File: config.mk
export PLATFORM = sky130hd
export DESIGN_NAME = dcache_ctrl_flat
export DESIGN_NICKNAME = d
export VERILOG_FILES = /design/src/rtl/dcache_pkg.sv /design/src/rtl/dcache_if.sv /design/src/rtl/dcache_array.sv /design/src/rtl/dcache_ctrl.sv /design/src/flat_wrapper.sv
export SDC_FILE = /design/constraint.sdc
export NUM_CORES = 2
export LEC_CHECK = 0
export BUFFER_PORTS_ARGS = -buffer_cell sky130_fd_sc_hd__buf_2
export CORE_MARGIN = 4
export CORE_UTILIZATION = 55
export CTS_BUF_LIST = sky130_fd_sc_hd__clkbuf_4 sky130_fd_sc_hd__clkbuf_8 sky130_fd_sc_hd__clkbuf_16
export CTS_CLUSTER_SIZE = 40
export DETAILED_ROUTE_END_ITERATION = 7
export GPL_ROUTABILITY_DRIVEN = 0
export PLACE_DENSITY = 0.71
export SYNTH_ARGS = -nofsm -noshare
export SYNTH_HDL_FRONTEND = slang
export SYNTH_MEMORY_MAX_BITS = 65536
export SYNTH_SLANG_ARGS = --single-unit
File: constraint.sdc
create_clock -name CLK -period 12.2 [get_ports CLK]
set_clock_uncertainty 0.2 [all_clocks]
set_input_delay 3.05 -clock CLK [delete_from_list [all_inputs] [get_ports CLK]]
set_output_delay 3.05 -clock CLK [all_outputs]
set_load 0.02 [all_outputs]
File: src/rtl/dcache_pkg.sv
// dcache_pkg: geometry, FSM encoding and address field helpers for the L1 data cache.
package dcache_pkg;
    localparam int AW = 10;
    localparam int DW = 32;
    localparam int LINES = 32;
    localparam int WPL = 4;
    localparam int OFF_W = $clog2(WPL);
    localparam int IDX_W = $clog2(LINES);
    localparam int TAG_W = AW - IDX_W - OFF_W;
    typedef enum logic [1:0] {IDLE, REFILL, WRITE} state_t;
    function automatic logic [OFF_W-1:0] addr_off(input logic [AW-1:0] a);
        return a[OFF_W-1:0];
    endfunction
    function automatic logic [IDX_W-1:0] addr_idx(input logic [AW-1:0] a);
        return a[OFF_W +: IDX_W];
    endfunction
    function automatic logic [TAG_W-1:0] addr_tag(input logic [AW-1:0] a);
        return a[AW-1 -: TAG_W];
    endfunction
    function automatic logic [15:0] sat_inc(input logic [15:0] c);
        return c + 16'(c != 16'hFFFF);
    endfunction
endpackage

File: src/rtl/dcache_if.sv
// dcache_if: core load/store port plus Data_Memory bus seen by the cache controller.
interface dcache_if;
    import dcache_pkg::*;
    logic [AW-1:0] A;
    logic [DW-1:0] WD;
    logic RE;
    logic WE;
    logic [DW-1:0] RD;
    logic STALL;
    logic [AW-1:0] MEM_A;
    logic [DW-1:0] MEM_WD;
    logic MEM_WE;
    logic [DW-1:0] MEM_RD;
    logic [15:0] HIT_CNT;
    logic [15:0] MISS_CNT;
    modport slave(input A, WD, RE, WE, MEM_RD,
                  output RD, STALL, MEM_A, MEM_WD, MEM_WE, HIT_CNT, MISS_CNT);
    modport master(output A, WD, RE, WE, MEM_RD,
                   input RD, STALL, MEM_A, MEM_WD, MEM_WE, HIT_CNT, MISS_CNT);
endinterface

File: src/rtl/dcache_array.sv
// dcache_array: valid/tag/data storage, lookup and word write share the core's index.
module dcache_array
    import dcache_pkg::*;
(
    input  logic             clk,
    input  logic             rst,
    input  logic [IDX_W-1:0] idx_i,
    input  logic [TAG_W-1:0] tag_i,
    input  logic [OFF_W-1:0] off_i,
    output logic             hit_o,
    output logic [DW-1:0]    data_o,
    input  logic             we_i,
    input  logic [OFF_W-1:0] w_off_i,
    input  logic [DW-1:0]    w_data_i,
    input  logic             set_i
);
    logic [LINES-1:0] valid_q;
    logic [TAG_W-1:0] tag_q [LINES];
    logic [DW-1:0] data_q [LINES][WPL];
    always_ff @(posedge clk or posedge rst) begin
        if (rst) valid_q <= '0;
        else if (set_i) valid_q[idx_i] <= 1'b1;
    end
    // Tags and data are deliberately left unreset; the valid bits gate them.
    always_ff @(posedge clk) begin
        if (set_i) tag_q[idx_i] <= tag_i;
        if (we_i) data_q[idx_i][w_off_i] <= w_data_i;
    end
    assign hit_o = valid_q[idx_i] && (tag_q[idx_i] == tag_i);
    assign data_o = data_q[idx_i][off_i];
endmodule

File: src/rtl/dcache_ctrl.sv
// dcache_ctrl: direct-mapped write-through no-write-allocate L1 data cache controller.
module dcache_ctrl
    import dcache_pkg::*;
#(
    parameter int MEM_LAT = 2
) (
    input logic CLK,
    input logic RST,
    dcache_if.slave bus
);
    localparam int LAT_W = MEM_LAT > 1 ? $clog2(MEM_LAT) : 1;
    localparam logic [LAT_W-1:0] LAT_LAST = LAT_W'(MEM_LAT - 1);
    state_t state_q, state_d;
    logic [OFF_W-1:0] wcnt_q, wcnt_d;
    logic [LAT_W-1:0] lat_q, lat_d;
    logic [AW-1:0] mem_a_q, mem_a_d;
    logic [DW-1:0] mem_wd_q, mem_wd_d;
    logic mem_we_q, mem_we_d;
    logic done_q, done_d;
    logic [15:0] hit_q, hit_d, miss_q, miss_d;
    logic hit, arr_we, arr_set;
    logic [OFF_W-1:0] arr_off;
    logic [DW-1:0] arr_wdata, line_word;
    dcache_array u_array (
        .clk(CLK), .rst(RST),
        .idx_i(addr_idx(bus.A)), .tag_i(addr_tag(bus.A)), .off_i(addr_off(bus.A)),
        .hit_o(hit), .data_o(line_word),
        .we_i(arr_we), .w_off_i(arr_off), .w_data_i(arr_wdata), .set_i(arr_set)
    );
    always_ff @(posedge CLK or posedge RST) begin
        if (RST) begin
            state_q <= IDLE;
            wcnt_q <= '0;
            lat_q <= '0;
            mem_a_q <= '0;
            mem_wd_q <= '0;
            mem_we_q <= 1'b0;
            done_q <= 1'b0;
            hit_q <= '0;
            miss_q <= '0;
        end else begin
            state_q <= state_d;
            wcnt_q <= wcnt_d;
            lat_q <= lat_d;
            mem_a_q <= mem_a_d;
            mem_wd_q <= mem_wd_d;
            mem_we_q <= mem_we_d;
            done_q <= done_d;
            hit_q <= hit_d;
            miss_q <= miss_d;
        end
    end
    // done_q marks the cycle after a write, letting the held WE retire unstalled.
    always_comb begin
        state_d = state_q;
        wcnt_d = wcnt_q;
        lat_d = lat_q;
        mem_a_d = mem_a_q;
        mem_wd_d = mem_wd_q;
        mem_we_d = 1'b0;
        done_d = 1'b0;
        hit_d = hit_q;
        miss_d = miss_q;
        arr_we = 1'b0;
        arr_set = 1'b0;
        arr_off = addr_off(bus.A);
        arr_wdata = bus.WD;
        bus.RD = '0;
        bus.STALL = 1'b0;
        case (state_q)
            IDLE: begin
                if (bus.WE && !done_q) begin
                    bus.STALL = 1'b1;
                    state_d = WRITE;
                    lat_d = '0;
                    mem_a_d = bus.A;
                    mem_wd_d = bus.WD;
                    mem_we_d = 1'b1;
                    arr_we = hit;
                end else if (bus.RE && !bus.WE) begin
                    bus.RD = hit ? line_word : '0;
                    bus.STALL = !hit;
                    hit_d = hit ? sat_inc(hit_q) : hit_q;
                    miss_d = hit ? miss_q : sat_inc(miss_q);
                    state_d = hit ? IDLE : REFILL;
                    wcnt_d = hit ? wcnt_q : '0;
                    lat_d = hit ? lat_q : '0;
                end
            end
            REFILL: begin
                bus.STALL = 1'b1;
                lat_d = lat_q + 1'b1;
                if (lat_q == LAT_LAST) begin
                    lat_d = '0;
                    wcnt_d = wcnt_q + 1'b1;
                    arr_we = 1'b1;
                    arr_off = wcnt_q;
                    arr_wdata = bus.MEM_RD;
                    arr_set = wcnt_q == OFF_W'(WPL - 1);
                    state_d = arr_set ? IDLE : REFILL;
                end
            end
            WRITE: begin
                bus.STALL = 1'b1;
                lat_d = lat_q + 1'b1;
                if (lat_q == LAT_LAST) begin
                    lat_d = '0;
                    done_d = 1'b1;
                    state_d = IDLE;
                end
            end
            default: state_d = IDLE;
        endcase
    end
    assign bus.MEM_A = state_q == REFILL ? {addr_tag(bus.A), addr_idx(bus.A), wcnt_q} : mem_a_q;
    assign bus.MEM_WD = mem_wd_q;
    assign bus.MEM_WE = mem_we_q;
    assign bus.HIT_CNT = hit_q;
    assign bus.MISS_CNT = miss_q;
endmodule

File: src/flat_wrapper.sv
// flat-port wrapper written by rule: the top's interface ports become plain ports
module dcache_ctrl_flat import dcache_pkg::*;
#(
    parameter int MEM_LAT = 2
)
  (CLK, RST, bus_A, bus_WD, bus_RE, bus_WE, bus_MEM_RD, bus_RD, bus_STALL, bus_MEM_A, bus_MEM_WD, bus_MEM_WE, bus_HIT_CNT, bus_MISS_CNT);
  dcache_if bus_i ();
  input logic CLK;
  input logic RST;
  input wire logic [$bits(bus_i.A)-1:0] bus_A;
  input wire logic [$bits(bus_i.WD)-1:0] bus_WD;
  input wire logic [$bits(bus_i.RE)-1:0] bus_RE;
  input wire logic [$bits(bus_i.WE)-1:0] bus_WE;
  input wire logic [$bits(bus_i.MEM_RD)-1:0] bus_MEM_RD;
  output wire logic [$bits(bus_i.RD)-1:0] bus_RD;
  output wire logic [$bits(bus_i.STALL)-1:0] bus_STALL;
  output wire logic [$bits(bus_i.MEM_A)-1:0] bus_MEM_A;
  output wire logic [$bits(bus_i.MEM_WD)-1:0] bus_MEM_WD;
  output wire logic [$bits(bus_i.MEM_WE)-1:0] bus_MEM_WE;
  output wire logic [$bits(bus_i.HIT_CNT)-1:0] bus_HIT_CNT;
  output wire logic [$bits(bus_i.MISS_CNT)-1:0] bus_MISS_CNT;
  assign bus_i.A = bus_A;
  assign bus_i.WD = bus_WD;
  assign bus_i.RE = bus_RE;
  assign bus_i.WE = bus_WE;
  assign bus_i.MEM_RD = bus_MEM_RD;
  assign bus_RD = bus_i.RD;
  assign bus_STALL = bus_i.STALL;
  assign bus_MEM_A = bus_i.MEM_A;
  assign bus_MEM_WD = bus_i.MEM_WD;
  assign bus_MEM_WE = bus_i.MEM_WE;
  assign bus_HIT_CNT = bus_i.HIT_CNT;
  assign bus_MISS_CNT = bus_i.MISS_CNT;
  dcache_ctrl #(.MEM_LAT(MEM_LAT)) u_core (.CLK(CLK), .RST(RST), .bus(bus_i));
endmodule
# Word-level counts from Yosys, hierarchy flattened

Memory sizes are Yosys's and may differ from the RTL's.
Cells that the tools add are included.

Add/subtract/negate cells: 4
Div/mod/pow operators: 0
Muxes and demuxes: 50
Multipliers: 0
Magnitude comparators: 5
Reduce and logical (&&, ||, !) cells: 18
Eq/ne operators: 13
Shift-type cells: 0
Bitwise logic cells: 5

Operators by type and width:

| cell                                                                                 | number |
|---|---|
| 32-bit two-way mux                                                                   | 9 |
| 128-bit two-way mux                                                                  | 1 |
| 32-bit binary-select mux with 2-bit select                                           | 1 |
| 32-bit demux with 2-bit select                                                       | 1 |
| 16-bit by 1-bit adder with 16-bit output                                             | 2 |
| 16-bit inequality test (second input constant)                                       | 2 |
| 32-bit bitwise OR                                                                    | 1 |
| 1-bit two-way mux                                                                    | 20 |
| 2-bit two-way mux                                                                    | 10 |
| 10-bit two-way mux                                                                   | 1 |
| 4-bit AND reduction                                                                  | 2 |
| 3-bit greater-or-equal comparator (second input constant)                            | 2 |
| 5-bit by 6-bit < comparator with 1-bit output (second input constant)                | 1 |
| 2-bit by 1-bit inequality test with 1-bit output (second input constant)             | 3 |
| 2-bit NOT with 3-bit output                                                          | 2 |
| 1-bit case mux with 2 select lines                                                   | 3 |
| 2-bit case mux with 3 select lines                                                   | 1 |
| 3-bit AND reduction                                                                  | 2 |
| 1-bit binary-select mux with 5-bit select                                            | 1 |
| 1-bit demux with 5-bit select                                                        | 1 |
| 5-bit by 1-bit greater-or-equal comparator with 1-bit output (second input constant) | 1 |
| 1-bit logical AND                                                                    | 5 |
| 5-bit AND reduction                                                                  | 1 |
| 2-bit == test (second input constant)                                                | 2 |
| 15 further kinds                                                                     | 20 |

Input bits: 78
Latch bits: 0
Memories: 2
Output and inout port bits: 108
Bits in writable memories: 4,192
Bits in registers: 113
ROM bits: 0

Memory list:

| name                  | depth | bits a word | rd ports | clocked after Yosys merged registers in | wr ports | RTL line           | text |
|---|---|---|---|---|---|---|---|
| u_core.u_array.data_q | 32    | 128         | 1        | 0                                       | 1        | dcache_array.sv:19 | `logic [DW-1:0] data_q [LINES][WPL];` |
| u_core.u_array.tag_q  | 32    | 3           | 1        | 0                                       | 1        | dcache_array.sv:18 | `logic [TAG_W-1:0] tag_q [LINES];` |

# Logic depth before layout (Yosys ltp)

Depth after elaboration: 8
Gate-level depth with buffers: 14
Mapped depth without buffers: 12

# Modules after synthesis

A second synthesis with hierarchy kept.

Cell total of the unflattened synthesis: 7,924
Area total of the unflattened synthesis: 165,361.1 um^2

By module, submodules not included:

| module       | area each (um^2) | cells an instance | seq. area each (um^2) | instances |
|---|---|---|---|---|
| dcache_array | 161,115.8        | 7,479             | 126,681.5             | 1 |
| dcache_ctrl  | 4,245.3          | 445               | 2,026.9               | 1 |

# Worst setup path after synthesis

Ideal clock, no wire load.

Path kind: in2out
Start point: in bus_A[2]
End point: out bus_RD[24]
Arrival time: 5,659 ps
Path buffers: 3
Required time: 8,950 ps
Setup slack: 3,291 ps
Cell stages on the path: 12
Cell sequence: buf_4 -> or4b_2 -> o32ai_1 -> nor4_2 -> nand3_1 -> xor2_1 -> a211o_4 -> nor2_2 -> buf_4 -> nand2_2 -> buf_2 -> a211oi_1

Longest elaborated chain between the ends: 8

Ends and longest elaborated chain:

| what                                                   | RTL line           | text |
|---|---|---|
| from (decl)                                            | flat_wrapper.sv:10 | `input wire logic [$bits(bus_i.A)-1:0] bus_A;` |
| memory read 32 x 128 bit                               | n/a                |  |
| 32-bit binary-select mux with 2-bit select             | dcache_array.sv:30 | `assign data_o = data_q[idx_i][off_i];` |
| 32-bit two-way mux (not written as such) (2 in series) | dcache_array.sv:30 |  |
| 32-bit two-way mux (*)                                 | dcache_ctrl.sv:81  | `bus.RD = hit ? line_word : '0;` |
| 32-bit two-way mux (*)                                 | dcache_ctrl.sv:80  | `end else if (bus.RE && !bus.WE) begin` |
| 32-bit two-way mux (*)                                 | dcache_ctrl.sv:72  | `if (bus.WE && !done_q) begin` |
| 32-bit two-way mux (*)                                 | dcache_ctrl.sv:70  | `case (state_q)` |
| to (decl)                                              | flat_wrapper.sv:15 | `output wire logic [$bits(bus_i.RD)-1:0] bus_RD;` |

Every way passes the cells marked *; elsewhere a longest branch is shown, timed or not. The select of a mux whose other input is x is not followed.

# Worst setup path in the final report

Start point: in bus_A[2]
End point: out bus_RD[2]

The elaborated chain is that of the path after synthesis.

==> run summary <==
Outcome -> complete, but fails checks
Violated checks -> capacitance limit, slew limit
Drt total wl -> 465600 µm
Critical Path Start Type -> primary input
Peak Freq -> 89.83 MHz
Max-slew violations -> 3
Routed vias/inst -> 7.010
Detailed Routing Iterations Pass 1 -> 6
Initial antenna violation count -> 30
Clock period minus worst slack -> 11130 ps
Post-layout nets -> 7998
Required @ worst endpoint -> 8950 ps
Total track usage -> 30.02%
Die H -> 556.7 µm
Starting Density -> 55.23%
Setup TNS -> 0 ps
Arrival time at the worst endpoint -> 7880 ps
Clk buf depth -> 4
Syn_nets -> 7474
Dpl hpwl -> 255400 µm
Max_cap viols -> 1
Synth unique cells -> 70
Tightest Pin Transition -> 1642 ps
Hold Slack -> 267.3 ps
Wire per inst -> 38.10 µm
1st-iter DRT viols -> 15320
PwrDens -> 178.3 nW/µm²
Post-CTS Setup Inserts -> 0
H-tree depth -> 5
Core ar. -> 299800 µm²
Detailed-route via count -> 85650
Clock slew at the register clock pins of the worst setup and hold paths -> 60 ps
Synthesized flop and latch total -> 4305
Final period util -> 91.24%
CP peak stage delay -> 1400 ps
Mapped Cells -> 7387
RSZ-0062 raised after global routing -> false
TritonCTS Buffers -> 413
Mapped Area -> 165600 µm²
GRT overflow -> 0
Buf/Inv on CP -> 2
Die area -> 309900 µm²
Clk_lat worst skew -> 940 ps
Primary FF master, synth -> edfxtp_1
Cell family with most CP delay -> compound AO/OA/AOI/OAI gates
Share of cells above drive strength 1 -> 31.95%
Die X -> 556.7 µm
Worst VDD drop -> 0.1325 mV
Slowest-stage cell, CP -> a311oi_1
Sequential area share after synthesis -> 77.74%
Post_cts resized -> 0
Leak -> 59.53 nW
Number of synthesized flops with an enable pin -> 4192
Async SR Flop Fraction -> 2.625%
HP Class -> flop to flop
Slew HR -> -10.18%
Worst-path cell chain -> buf_12 > nand2b_1 > o32a_1 > o31ai_1 > or3_1 > nor4_1 > o21ai_2 > nor2_2 > nand2_2 > a311oi_1 > buf_2
CP max FO -> 100
Layout overhead on the synthesized area -> 12.91%
Sinks on Clock Net -> 4305
Global-route wire length before repair -> 650000 µm
Critical setup path kind -> primary input to output pin
Port Buffers -> 185
CTS Hold Bufs -> 0
Routed Antenna Nets -> 0
Final Setup Violations -> 0
Critical Path End Type -> output pin
CTS tree -> done
Pin count of the biggest net entering global routing -> 109
Io pins -> 186
Cell row count -> 201
Syn avg cell area -> 22.41 µm²
Yosys warns -> 0
Hold Fails Final Rpt -> 0
DR DRC count -> 0
Clk Tree Root Cell -> clkbuf_16
Vias in the first global route -> 83880
worst reg2reg max path: stages (launching register included):
cell      delay, ps
dfrtp_1         400
inv_1           120
ha_1            290
inv_1            90
or2_2           690
clkinv_1        180
buf_4           460
nand2_1         320
o41ai_4         440
nand2_4         560
nor2_4         1180
buf_4           500
logic make-up (layout without fill, tap and decap cells):
group,Yosys count,count (layout),synth area share [%]
adders and majority gates,9,9,0.06801
muxes,1382,1382,16.66
DFF,4305,4305,77.74
buffers and inverters,442,1300,1.327
and+or+nand+nor,689,689,1.833
other,0,15,0
AOI/OAI and AO/OA,530,530,2.214
xor gates and xnor gates,30,30,0.1587
where the power goes:
part	leakage [nW]	internal [mW]	switching, mW
clock	6.72	7.31	5.41
combinational	13.7	0.763	2.44
sequential	39.2	17.3	0.0732
total	59.5	25.4	7.92
placed cells by master (no fill, tap or decap), types with 11 or more instances in the layout:
| cell type | count |
|---|---|
| xor2_1 | 14 |
| dfrtp_1 | 113 |
| a311oi_1 | 15 |
| a21oi_1 | 53 |
| diode_2 | 15 |
| a221oi_1 | 40 |
| buf_4 | 322 |
| nor3_1 | 34 |
| o221ai_1 | 49 |
| buf_12 | 29 |
| o32ai_1 | 13 |
| mux4_2 | 1083 |
| mux2i_1 | 136 |
| nor2_1 | 126 |
| nor4_1 | 11 |
| edfxtp_1 | 4192 |
| xnor2_1 | 16 |
| buf_2 | 178 |
| nand2_1 | 242 |
| nand4_1 | 11 |
| mux2_4 | 32 |
| clkinv_1 | 90 |
| nand3_1 | 30 |
| nor2b_1 | 11 |
| mux2_2 | 131 |
| clkbuf_4 | 87 |
| or2_2 | 36 |
| inv_1 | 13 |
| a211oi_1 | 45 |
| o22ai_1 | 146 |
| and3_1 | 11 |
| clkbuf_16 | 423 |
| a31oi_1 | 19 |
| inv_6 | 13 |
| nor2_4 | 130 |
| bufinv_16 | 35 |
| o21ai_0 | 85 |
| clkinv_2 | 79 |
state kept, by name (all words and copies together) (netlist names):
| name | flops |
|---|---|
| u_core.u_array.data_q | 4096 |
| u_core.bus.MEM_WD | 32 |
| u_core.bus.MEM_WE | 1 |
| u_core.u_array.tag_q | 96 |
| u_core.done_q | 1 |
| u_core.wcnt_q | 2 |
| u_core.bus.MISS_CNT | 16 |
| u_core.mem_a_q | 10 |
| u_core.u_array.valid_q | 32 |
| u_core.lat_q | 1 |
| u_core.state_q | 2 |
| u_core.bus.HIT_CNT | 16 |
cell type report:
type | count | area, µm²
flip-flops and latches | 4305 | 128700
fillers | 19620 | 112800
multi-input cells | 2640 | 35820
clock buffers | 517 | 11330
well taps | 3958 | 4952
repair buffers | 533 | 3944
clock inverters | 232 | 2074
inverters | 18 | 72.57
diodes | 15 | 37.54
Yosys cell counts, drive strengths merged (15+ instances only):
cell | count | area, µm²
mux2 | 163 | 1836
nor3 | 35 | 180.2
o22ai | 146 | 913.4
o221ai | 49 | 429.2
o21ai | 89 | 449.2
mux2i | 136 | 1361
mux4 | 1083 | 24390
a311oi | 15 | 131.4
a31oi | 19 | 118.9
dfrtp | 113 | 2828
nand2 | 248 | 940.9
a21oi | 53 | 265.3
a221oi | 40 | 350.3
nand3 | 32 | 160.2
buf | 296 | 1649
a211oi | 45 | 337.8
or2 | 37 | 231.5
inv | 15 | 56.30
edfxtp | 4192 | 125900
nor2 | 257 | 967.2
xnor2 | 16 | 140.1
clkbuf | 128 | 480.5
stage by stage:
| step | power (mW) | worst slack, ps | std cells | util, % | instance area, µm² |
|---|---|---|---|---|---|
| 6_report | 33.33 | 1068 | 12220 | 62.36 | 186900 |
| 5_1_grt | 34.20 | 1126 | 12210 | 62.35 | 186900 |
| 4_1_cts | 33.33 | 1449 | 12200 | 62.35 | 186900 |
| 3_5_place_dp | 20.84 | 1485 | 11450 | 57.87 | 173500 |
| 3_3_place_gp | 20.70 | 1349 | 11450 | 57.87 | 173500 |
| 2_1_floorplan | 19.37 | 3291 | 7387 | - | 165600 |
worst paths after layout:
path                                       start                       endpoint  cells past startpoint  slack [ps]
hold / removal             u_core.bus.MEM_WD[24]          u_core.bus.MEM_WD[24]                      2         270
setup / recovery                        bus_A[2]                      bus_RD[2]                     11        1070
max in group asynchronous                    RST           u_core.bus.MEM_WD[4]                      3        8340
hold reg to reg            u_core.bus.MEM_WD[24]          u_core.bus.MEM_WD[24]                      2         270
setup reg to reg               u_core.state_q[1]  u_core.u_array.data_q[24][51]                     11        6360
min in group asynchronous                    RST              u_core.mem_a_q[5]                      2        2050
metal layers:
layer	wire, µm	track usage (%)
met3	65440	8.502
met4	22050	11.91
met5	70	0
met2	213000	44.86
met1	165000	42.52
Power figures use the tool's default switching activity.
